## src/rtl/pc_fetch_ctrl.sv

```systemverilog
// Fetch sequencer: owns the PC, issues instruction-memory requests and hands
// each accepted instruction, tagged with its PC, to decode.
module pc_fetch_ctrl #(
  parameter int unsigned              ADDR_W    = 32,
  parameter int unsigned              DATA_W    = 32,
  parameter logic        [ADDR_W-1:0] RESET_VEC = '0,
  parameter logic        [ADDR_W-1:0] INC       = ADDR_W'(1)
) (
  input  logic              clk,
  input  logic              rst,
  input  logic              stall,
  input  logic              redirect_valid,
  input  logic [ADDR_W-1:0] redirect_target,
  input  logic              halt,
  input  logic              imem_ack,
  input  logic [DATA_W-1:0] imem_rdata,
  output logic              imem_req,
  output logic [ADDR_W-1:0] imem_addr,
  output logic [ADDR_W-1:0] pc_out,
  output logic              instr_valid,
  output logic [DATA_W-1:0] instr,
  output logic [ADDR_W-1:0] instr_pc,
  output logic [31:0]       fetch_count,
  output logic              halted
);

  typedef enum logic [1:0] {
    BOOT   = 2'd0,
    RUN    = 2'd1,
    HALTED = 2'd2
  } state_t;

  state_t              state_q, state_d;
  logic [ADDR_W-1:0]   pc_q, pc_d;
  logic                instr_valid_q, instr_valid_d;
  logic [DATA_W-1:0]   instr_q, instr_d;
  logic [ADDR_W-1:0]   instr_pc_q, instr_pc_d;
  logic [31:0]         fetch_count_q, fetch_count_d;
  logic                halted_q, halted_d;
  logic                accept;

  // Request only depends on state and stall; halt/redirect merely veto acceptance.
  assign imem_req = (state_q == RUN) && !stall;
  assign accept   = imem_req && imem_ack && !redirect_valid && !halt;

  always_comb begin
    state_d       = state_q;
    pc_d          = pc_q;
    instr_valid_d = 1'b0;
    instr_d       = instr_q;
    instr_pc_d    = instr_pc_q;
    fetch_count_d = fetch_count_q;
    unique case (state_q)
      BOOT: state_d = RUN;
      RUN: begin
        if (halt) begin
          state_d = HALTED;
        end else if (redirect_valid) begin
          pc_d = redirect_target;
        end else if (accept) begin
          instr_valid_d = 1'b1;
          instr_d       = imem_rdata;
          instr_pc_d    = pc_q;
          pc_d          = pc_q + INC;
          fetch_count_d = fetch_count_q + 32'd1;
        end
      end
      HALTED: state_d = HALTED;
      default: state_d = BOOT;
    endcase
    halted_d = (state_d == HALTED);
  end

  always_ff @(posedge clk) begin
    if (rst) begin
      state_q       <= BOOT;
      pc_q          <= RESET_VEC;
      instr_valid_q <= 1'b0;
      instr_q       <= '0;
      instr_pc_q    <= '0;
      fetch_count_q <= '0;
      halted_q      <= 1'b0;
    end else begin
      state_q       <= state_d;
      pc_q          <= pc_d;
      instr_valid_q <= instr_valid_d;
      instr_q       <= instr_d;
      instr_pc_q    <= instr_pc_d;
      fetch_count_q <= fetch_count_d;
      halted_q      <= halted_d;
    end
  end

  assign imem_addr   = pc_q;
  assign pc_out      = pc_q;
  assign instr_valid = instr_valid_q;
  assign instr       = instr_q;
  assign instr_pc    = instr_pc_q;
  assign fetch_count = fetch_count_q;
  assign halted      = halted_q;

endmodule

```

## config.mk

```make
export PLATFORM = sky130hd
export DESIGN_NAME = pc_fetch_ctrl
export DESIGN_NICKNAME = d
export VERILOG_FILES = /design/src/rtl/pc_fetch_ctrl.sv
export SDC_FILE = /design/constraint.sdc
export NUM_CORES = 1
export LEC_CHECK = 0
export BUFFER_PORTS_ARGS = -buffer_cell sky130_fd_sc_hd__buf_2
export CORE_MARGIN = 2
export CORE_UTILIZATION = 45
export DETAILED_ROUTE_END_ITERATION = 8
export PLACE_DENSITY = 0.77
export SLEW_MARGIN = 10
export SYNTH_ARGS = -nofsm -noshare
export SYNTH_HDL_FRONTEND = slang
export SYNTH_SLANG_ARGS = --single-unit
```

## constraint.sdc

```tcl
create_clock -name clk -period 2 [get_ports clk]
set_input_delay 0.1 -clock clk [delete_from_list [all_inputs] [get_ports clk]]
set_output_delay 0.1 -clock clk [all_outputs]
set_load 0.005 [all_outputs]
```

# Word level (Yosys, flattened, before mapping)
# Index checks and enable logic that the tools add are counted.
# word_totals
ff_bits,132
in_bits,70
output_inout_bits,163
# classes
n_addsub,2
n_eq_ne,3
n_mux,5
n_bitwise,3
reduce_logical,12
# ops
operator,n
adder 32 x 1 -> 32 bit (second input constant),2
two-way mux 32 bit,2
one-hot mux 2 bit (3 select lines),1
== test 2 bit (second input constant),2
logical AND 1 bit,4
AND reduction 4 bit,1
OR reduction 4 bit,1
zero test 1 bit,3
inverter 1 bit,3
AND reduction 3 bit,1
== test 2 x 1 -> 1 bit (second input constant),1
zero test 2 bit,1
two-way mux 2 bit,1
nonzero test 2 bit,1
two-way mux 1 bit,1

# Logic depth before layout (Yosys ltp)
# Gate-level depths: netlist (run 1).
# depth
depth_word,7
mapped_depth,7

# Least setup slack after synthesis (run 1)
# Ideal clock, no wire load.
# synth_timing
kind,register to register
start,"register pc_q[0], in the netlist imem_addr[0]"
end,"register pc_q[24], in the netlist imem_addr[24]"
arrival_time_ps,1873
slack_ps,5
path_stages_with_launch,8
n_path_buf,1
synth_period_minus_slack_ps,1995
path_cell_list,dfxtp_1 ha_1 nand4_1 nor2_1 and4_1 buf_2 a21oi_1 a311o_1
# synth_between
elab_chain_cells,3
# synth_rtl
item,line_no,source
"start, declared",34,"logic [ADDR_W-1:0] pc_q, pc_d;"
"start signal, assigned",85,pc_q <= pc_d;
adder 32 x 1 -> 32 bit,64,pc_d = pc_q + INC;
two-way mux 32 bit,60,end else if (accept) begin
two-way mux 32 bit,58,end else if (redirect_valid) begin
# No other way between the ends. The select of a mux whose other input is x is not followed.
# A chain may end at the register's enable or synchronous reset.

# Worst setup path after layout (run 1)
# layout_timing
start,input port halt
end,"register pc_q[13], in the netlist imem_addr[13]"
# layout_between
elab_chain_cells,4
# layout_rtl
item,line_no,source
"start, declared",14,"input logic halt,"
zero test 1 bit,44,assign accept = imem_req && imem_ack && !redirect_valid && !halt;
logical AND 1 bit,44,
nonzero test 2 bit (no line),-,
AND reduction 3 bit (no line) (*),-,
# Every way passes the cells marked *; elsewhere a longest branch is shown, timed or not.

==> results of run 1 <==
[layout make-up]
cell class / count / area [um^2] / share of cell area (%)
tap: 176 / 220 / 2.59
inverter: 6 / 22.5 / 0.265
multi-input combinational: 554 / 3020 / 35.6
antenna: 2 / 5.00 / 0.0589
clock inverter: 12 / 106 / 1.25
sequential: 132 / 2640 / 31.1
clock buffer: 20 / 457 / 5.37
timing repair buffer: 327 / 2020 / 23.8
[flip-flops by register name, summed over array words and instances (netlist names)]
register     cells
instr_pc        32
instr_valid      1
fetch_count     32
instr           32
halted           1
imem_addr       32
state_q          2
[Yosys cell counts (8+ instances only)]
| master | number |
|---|---|
| a21oi_1 | 91 |
| nand3_1 | 30 |
| and3_1 | 13 |
| dfxtp_1 | 132 |
| buf_4 | 32 |
| xnor2_1 | 8 |
| xor2_1 | 21 |
| nand2_1 | 177 |
| o21ai_0 | 16 |
| nor2_1 | 56 |
| clkbuf_1 | 41 |
| buf_2 | 8 |
| a31oi_1 | 8 |
| nand4_1 | 24 |
| nor3_1 | 11 |
[layer usage]
layer | GRT usage [%] | part of all wire [%]
met1 | 31.5 | 43
met2 | 40.5 | 48
met3 | 6.13 | 7.1
met4 | 10.6 | 2.1
met5 | 0 | 0
[stage by stage]
| stage | total power, mW | area, um^2 | util (%) | setup slack [ps] | instances |
|---|---|---|---|---|---|
| 2_1_floorplan | 3.03 | 6120 | - | 4.64 | 775 |
| 3_3_place_gp | 3.22 | 7500 | 56.7 | 180 | 1154 |
| 3_5_place_dp | 3.23 | 7500 | 56.7 | 112 | 1154 |
| 4_1_cts | 6.23 | 8470 | 63.9 | 92.3 | 1226 |
| 5_1_grt | 6.42 | 8500 | 64.2 | 7.58 | 1229 |
| 6_report | 6.18 | 8500 | 64.2 | 105 | 1229 |
[where the power goes]
part / total, mW / switching [mW] / internal, mW
sequential: 2.73 / 0.0534 / 2.67
clock: 2.94 / 1.17 / 1.77
combinational: 0.517 / 0.265 / 0.252
total: 6.18 / 1.49 / 4.70
[timing repair]
action	CTS	global route
setup endpoints to repair	0	2
hold buffers	40	0
hold endpoints to repair	40	0
gates resized for setup	0	1
[tightest hold or removal path, cell delays in order]
cell     delay (ps)
buf_2            80
a22oi_1          70
o22ai_1         140
[cell families (layout without fill, tap and decap cells)]
logic type	Yosys count	after routing	synth area share, %
compound gates	163	163	15.9
xor+xnor	29	29	4.15
fa+ha+maj	2	2	0.409
buf+inv	89	365	7.59
flops	132	132	43.2
mux	8	8	1.35
other cells	0	2	0
simple gates	352	352	27.4
[how the worst max path moves through the flow]
stage	cells past startpoint	end	slack (ps)
floorplan	7	imem_addr[24]$_SDFFE_PP0P_	5
global placement	5	imem_addr[29]$_SDFFE_PP0P_	180
detailed placement	5	imem_addr[29]$_SDFFE_PP0P_	110
CTS	5	imem_addr[29]$_SDFFE_PP0P_	90
global route	7	fetch_count[2]$_SDFFE_PP0P_	8
finish	8	imem_addr[13]$_SDFFE_PP0P_	110
==> impl_metrics.toml, run 1 <==
[outcome]
status = "finished clean"

[worst_setup_path]
required_ps = 2300
crit_chain = "dlygate4sd3_1, buf_2, or3b_1, buf_4, nor2_4, buf_4, a311oi_1, o311a_1"
ff2ff_path_depth = 6
cpPeakStageDelay_ps = 540
timing.rr.start = "state_q[0]$_SDFF_PP0_"
worstSetupStartpointType = "input port"
critPathKind = "in -> reg"
crit_path_max_fanout = 15
worstPathArrival_ps = 2200
regToRegEndpoint = "imem_addr[13]$_SDFFE_PP0P_"
worst-path-buf-inv = 4
reg2reg_slack_ps = 130
crit_family = "buffers and inverters"
end_kind = "flip-flop"
crit_path_frequent_cell = "buf_4"
critPathLaunch = "halt"
crit_path_top_delay_cell = "dlygate4sd3_1"

[place]
hpwl_mm = 12.3
globalplace.congestion = 0.871
port_buffers = 232

[synthesis]
synthTopCellsByArea = "dfxtp_1, nand2_1, a21oi_1"
ys_seq_area_share_pct = 43.2
synth_flop_cell = "dfxtp_1"
synth_edf_count = 0
synth_cells = 775
yosysTopAreaCell = "dfxtp_1"
synth_top_area_share_pct = 43.2
ys_ff_latch = 132
synth_area_mm2 = 0.00612
async_reset_ff_share_pct = 0
yosysWarnings = 0
ys_types = 57
syn_avg_cell_area_um2 = 7.89
syn-num-nets = 847

[timing]
clock.fmax_mhz = 528
period_needed_ps = 1890
fin_crit_sh_pct = 94.7
finalHoldViolCount = 0
fin_tns_setup_ps = 0
max_slew_margin_pct = 45.2
setup_viol = 0
finClkSkew_ps = 6.94
whs_ps = 24.2
worst_pin_slew_ps = 823
drv_slew = 0
rsz0062_at_grt = "false"

[floorplanning]
start_util_pct = 46.2
die_h_um = 121
core_area_mm2 = 0.0132
die-area_mm2 = 0.0145
rows = 42
die_x_um = 121
pin_count = 233

[drt]
wl_per_cell_um = 15.0
vias_per_cell = 5.30
drc_errors = 0
postRouteAntennaNets = 0
drt_iter0_drc = 389
vias = 6518
drt-total-wl_mm = 18.5
drtPass1Iterations = 6

[grt]
grt_pass1_vias = 5973
grt_antenna_before_repair = 2
grt_start_max_net_pins = 62
grt_pass1_wl_mm = 29.1
grt_overflow_total = 0
grt_usage_pct = 24.9

[hold_path]
min_path_cells = 3
hp-class = "in -> reg"
hold_start = "redirect_target[31]"
hold_end = "imem_addr[31]$_SDFFE_PP0P_"

[final_layout]
layout.nets = 1110
final_cell_mix = "buf_2, nand2_1, dfxtp_1, a21oi_1, nor2_1"
drive_gt1_share_pct = 32.0
layout-area-overhead-vs-synth_pct = 38.9
layout_commonest_cell = "buf_2"
fillers = 1150

[cts]
htreeDepth = 4
tritoncts = "yes"
cts_setup_buffers = 0
cts_buffers = 17
clk_path_buf_depth = 2
cts_root_buffer = "clkbuf_16"
worstSkewPairLatency_ps = 420
clk_pin_slew_ps = 60
numClockSinks = 132

[power_and_ir_drop]
power_leakage_nw = 3.80
p_per_area_mw_per_mm2 = 727
vdd_drop_max_uv = 545

[job]
maxCapViolations = 0
Power figures use the tool's default switching activity.
==> run 2, diff against run 1 <==
- SLEW_MARGIN: 10 -> not set
- clock period: 2 -> 1.6 ns (I/O delays scaled with it)
==> impl_metrics.toml, run 2 (synthesis gave the netlist of run 1 again) <==
[worst_setup_path]
end_kind = "flip-flop"
worstSetupStartpointType = "flip-flop"
critPathLaunch = "state_q[1]$_SDFF_PP0_"
reg2reg_slack_ps = -120
crit_chain = "or3b_4, buf_6, nor2_4, buf_6, buf_6, buf_8, nand2_1, a21oi_1"
regToRegEndpoint = "instr_pc[12]$_SDFFE_PP0P_"
crit_path_top_delay_cell = "or3b_4"
crit_family = "simple AND/OR/NAND/NOR gates"
cpPeakStageDelay_ps = 420
critPathKind = "reg -> reg"
ff2ff_path_depth = 8
worstPathArrival_ps = 2070
crit_path_frequent_cell = "buf_6"
required_ps = 1950
crit_cells = 8
crit_path_max_fanout = 7
worst-path-buf-inv = 4
timing.rr.start = "state_q[1]$_SDFF_PP0_"
critPathCapture = "instr_pc[12]$_SDFFE_PP0P_"

[floorplanning]
start_util_pct = 46.2
die_h_um = 121
rows = 42
pin_count = 233
core_area_mm2 = 0.0132
die-area_mm2 = 0.0145
die_x_um = 121

[place]
dp_slack_ps = -184
port_buffers = 232
globalplace.congestion = 0.900
placed_cell_area_mm2 = 0.00813
hpwl_mm = 13.5

[grt]
grt_pass1_wl_mm = 32.4
grt_pass1_vias = 6669
grt_start_max_net_pins = 54
grt_overflow_total = 0
grt_usage_pct = 27.8
grt_antenna_before_repair = 1

[drt]
drt-total-wl_mm = 21.5
drtPass1Iterations = 6
vias = 7085
drc_errors = 0
wl_per_cell_um = 16.4
drt_iter0_drc = 481
vias_per_cell = 5.38
postRouteAntennaNets = 0

[timing]
drv_slew = 0
finClkSkew_ps = 14.2
period_needed_ps = 1720
fin_ws_ps = -119
fin_crit_sh_pct = 107
worst_pin_slew_ps = 607
clock.fmax_mhz = 582
whs_ps = 18.0
rsz0062_at_grt = "true"
max_slew_margin_pct = 59.5
finalHoldViolCount = 0
setup_viol = 89

[final_layout]
fin_area_mm2 = 0.00989
layout-area-overhead-vs-synth_pct = 61.7
layout.nets = 1198
final_cell_mix = "buf_2, nand2_1, buf_4, dfxtp_1, a21oi_1"
layout_commonest_cell = "buf_2"
drive_gt1_share_pct = 47.0

[power_and_ir_drop]
p_per_area_mw_per_mm2 = 843
vdd_drop_max_uv = 681
power_leakage_nw = 4.55

[cts]
clk_pin_slew_ps = 60
htreeDepth = 4
clk_path_buf_depth = 2
tritoncts = "yes"
numClockSinks = 132
worstSkewPairLatency_ps = 430
cts_root_buffer = "clkbuf_16"
cts_buffers = 17

[outcome]
status = "finished with violations"
violations = "setup timing"

[hold_path]
hp-class = "in -> reg"
hold_start = "redirect_target[3]"

[job]
maxCapViolations = 0
[run 2: changes by cell type in the layout (fill, tap and decap cells not counted), moves of 11 or more]
| cell | change |
|---|---|
| dfxtp_1 | -24 |
| buf_4 | +59 |
| a21oi_1 | -28 |
| nand3_1 | -16 |
| dfxtp_2 | +20 |
| a21oi_2 | +28 |
| nand3_2 | +11 |
| buf_6 | +19 |
| nand2_2 | +16 |
| nand2_1 | -26 |
[run 2: final cells by class]
| cell class | count | area, um^2 |
|---|---|---|
| antenna | 1 | 2.50 |
| fill | 973 | 3350 |
| inverter | 6 | 22.5 |
| tap | 176 | 220 |
| clock inverter | 14 | 184 |
| timing repair buffer | 415 | 2830 |
| clock buffer | 18 | 439 |
| multi-input combinational | 554 | 3500 |
| sequential | 132 | 2680 |
[run 2: repair_timing]
action,4_1_cts,5_1_grt
hold endpoints to repair,47,0
gates cloned,1,0
gates resized for setup,40,97
hold buffers,44,0
pin swaps,13,48
endpoints found under the setup margin,114,124
setup buffers,12,10
[run 2: tightest hold or removal path, stage by stage]
cell and delay, ps:
buf_2 100, nand2_1 50, o31ai_1 60, nand2_1 60
a21oi_1 50
[run 2: per-layer routing]
layer | GRT usage [%] | wire (um)
met1 | 33.3 | 8550
met2 | 47.6 | 11100
met3 | 5.90 | 1360
met4 | 13.2 | 512
met5 | 0 | 0
[run 2: metrics by stage]
step | total power, mW | TNS (ps) | utilization [%] | cells
floorplan | 3.80 | -227 | - | 775
global placement | 4.10 | -6150 | 61.4 | 1218
detailed placement | 4.11 | -10440 | 61.4 | 1218
CTS | 8.31 | -2200 | 71.5 | 1307
global route | 8.56 | -13410 | 74.7 | 1316
finish | 8.34 | -4510 | 74.7 | 1316
[run 2: worst min-delay path by stage]
| stage | endpoint | slack, ps | depth (start not counted) |
|---|---|---|---|
| after detailed placement | instr[21]$_SDFFE_PP0P_ | 330 | 3 |
| final | imem_addr[3]$_SDFFE_PP0P_ | 20 | 5 |
| after CTS | imem_addr[3]$_SDFFE_PP0P_ | 10 | 5 |
| after floorplan | state_q[0]$_SDFF_PP0_ | 180 | 1 |
| after global routing | imem_addr[1]$_SDFFE_PP0P_ | 20 | 3 |
| after global placement | instr[13]$_SDFFE_PP0P_ | 320 | 3 |
[run 2: where the power goes]
part	internal (mW)	leakage [nW]	total, mW	switching, mW
Clock	2.64	0.306	4.13	1.49
Sequential	3.34	1.08	3.39	0.0468
Combinational	0.406	3.17	0.822	0.416
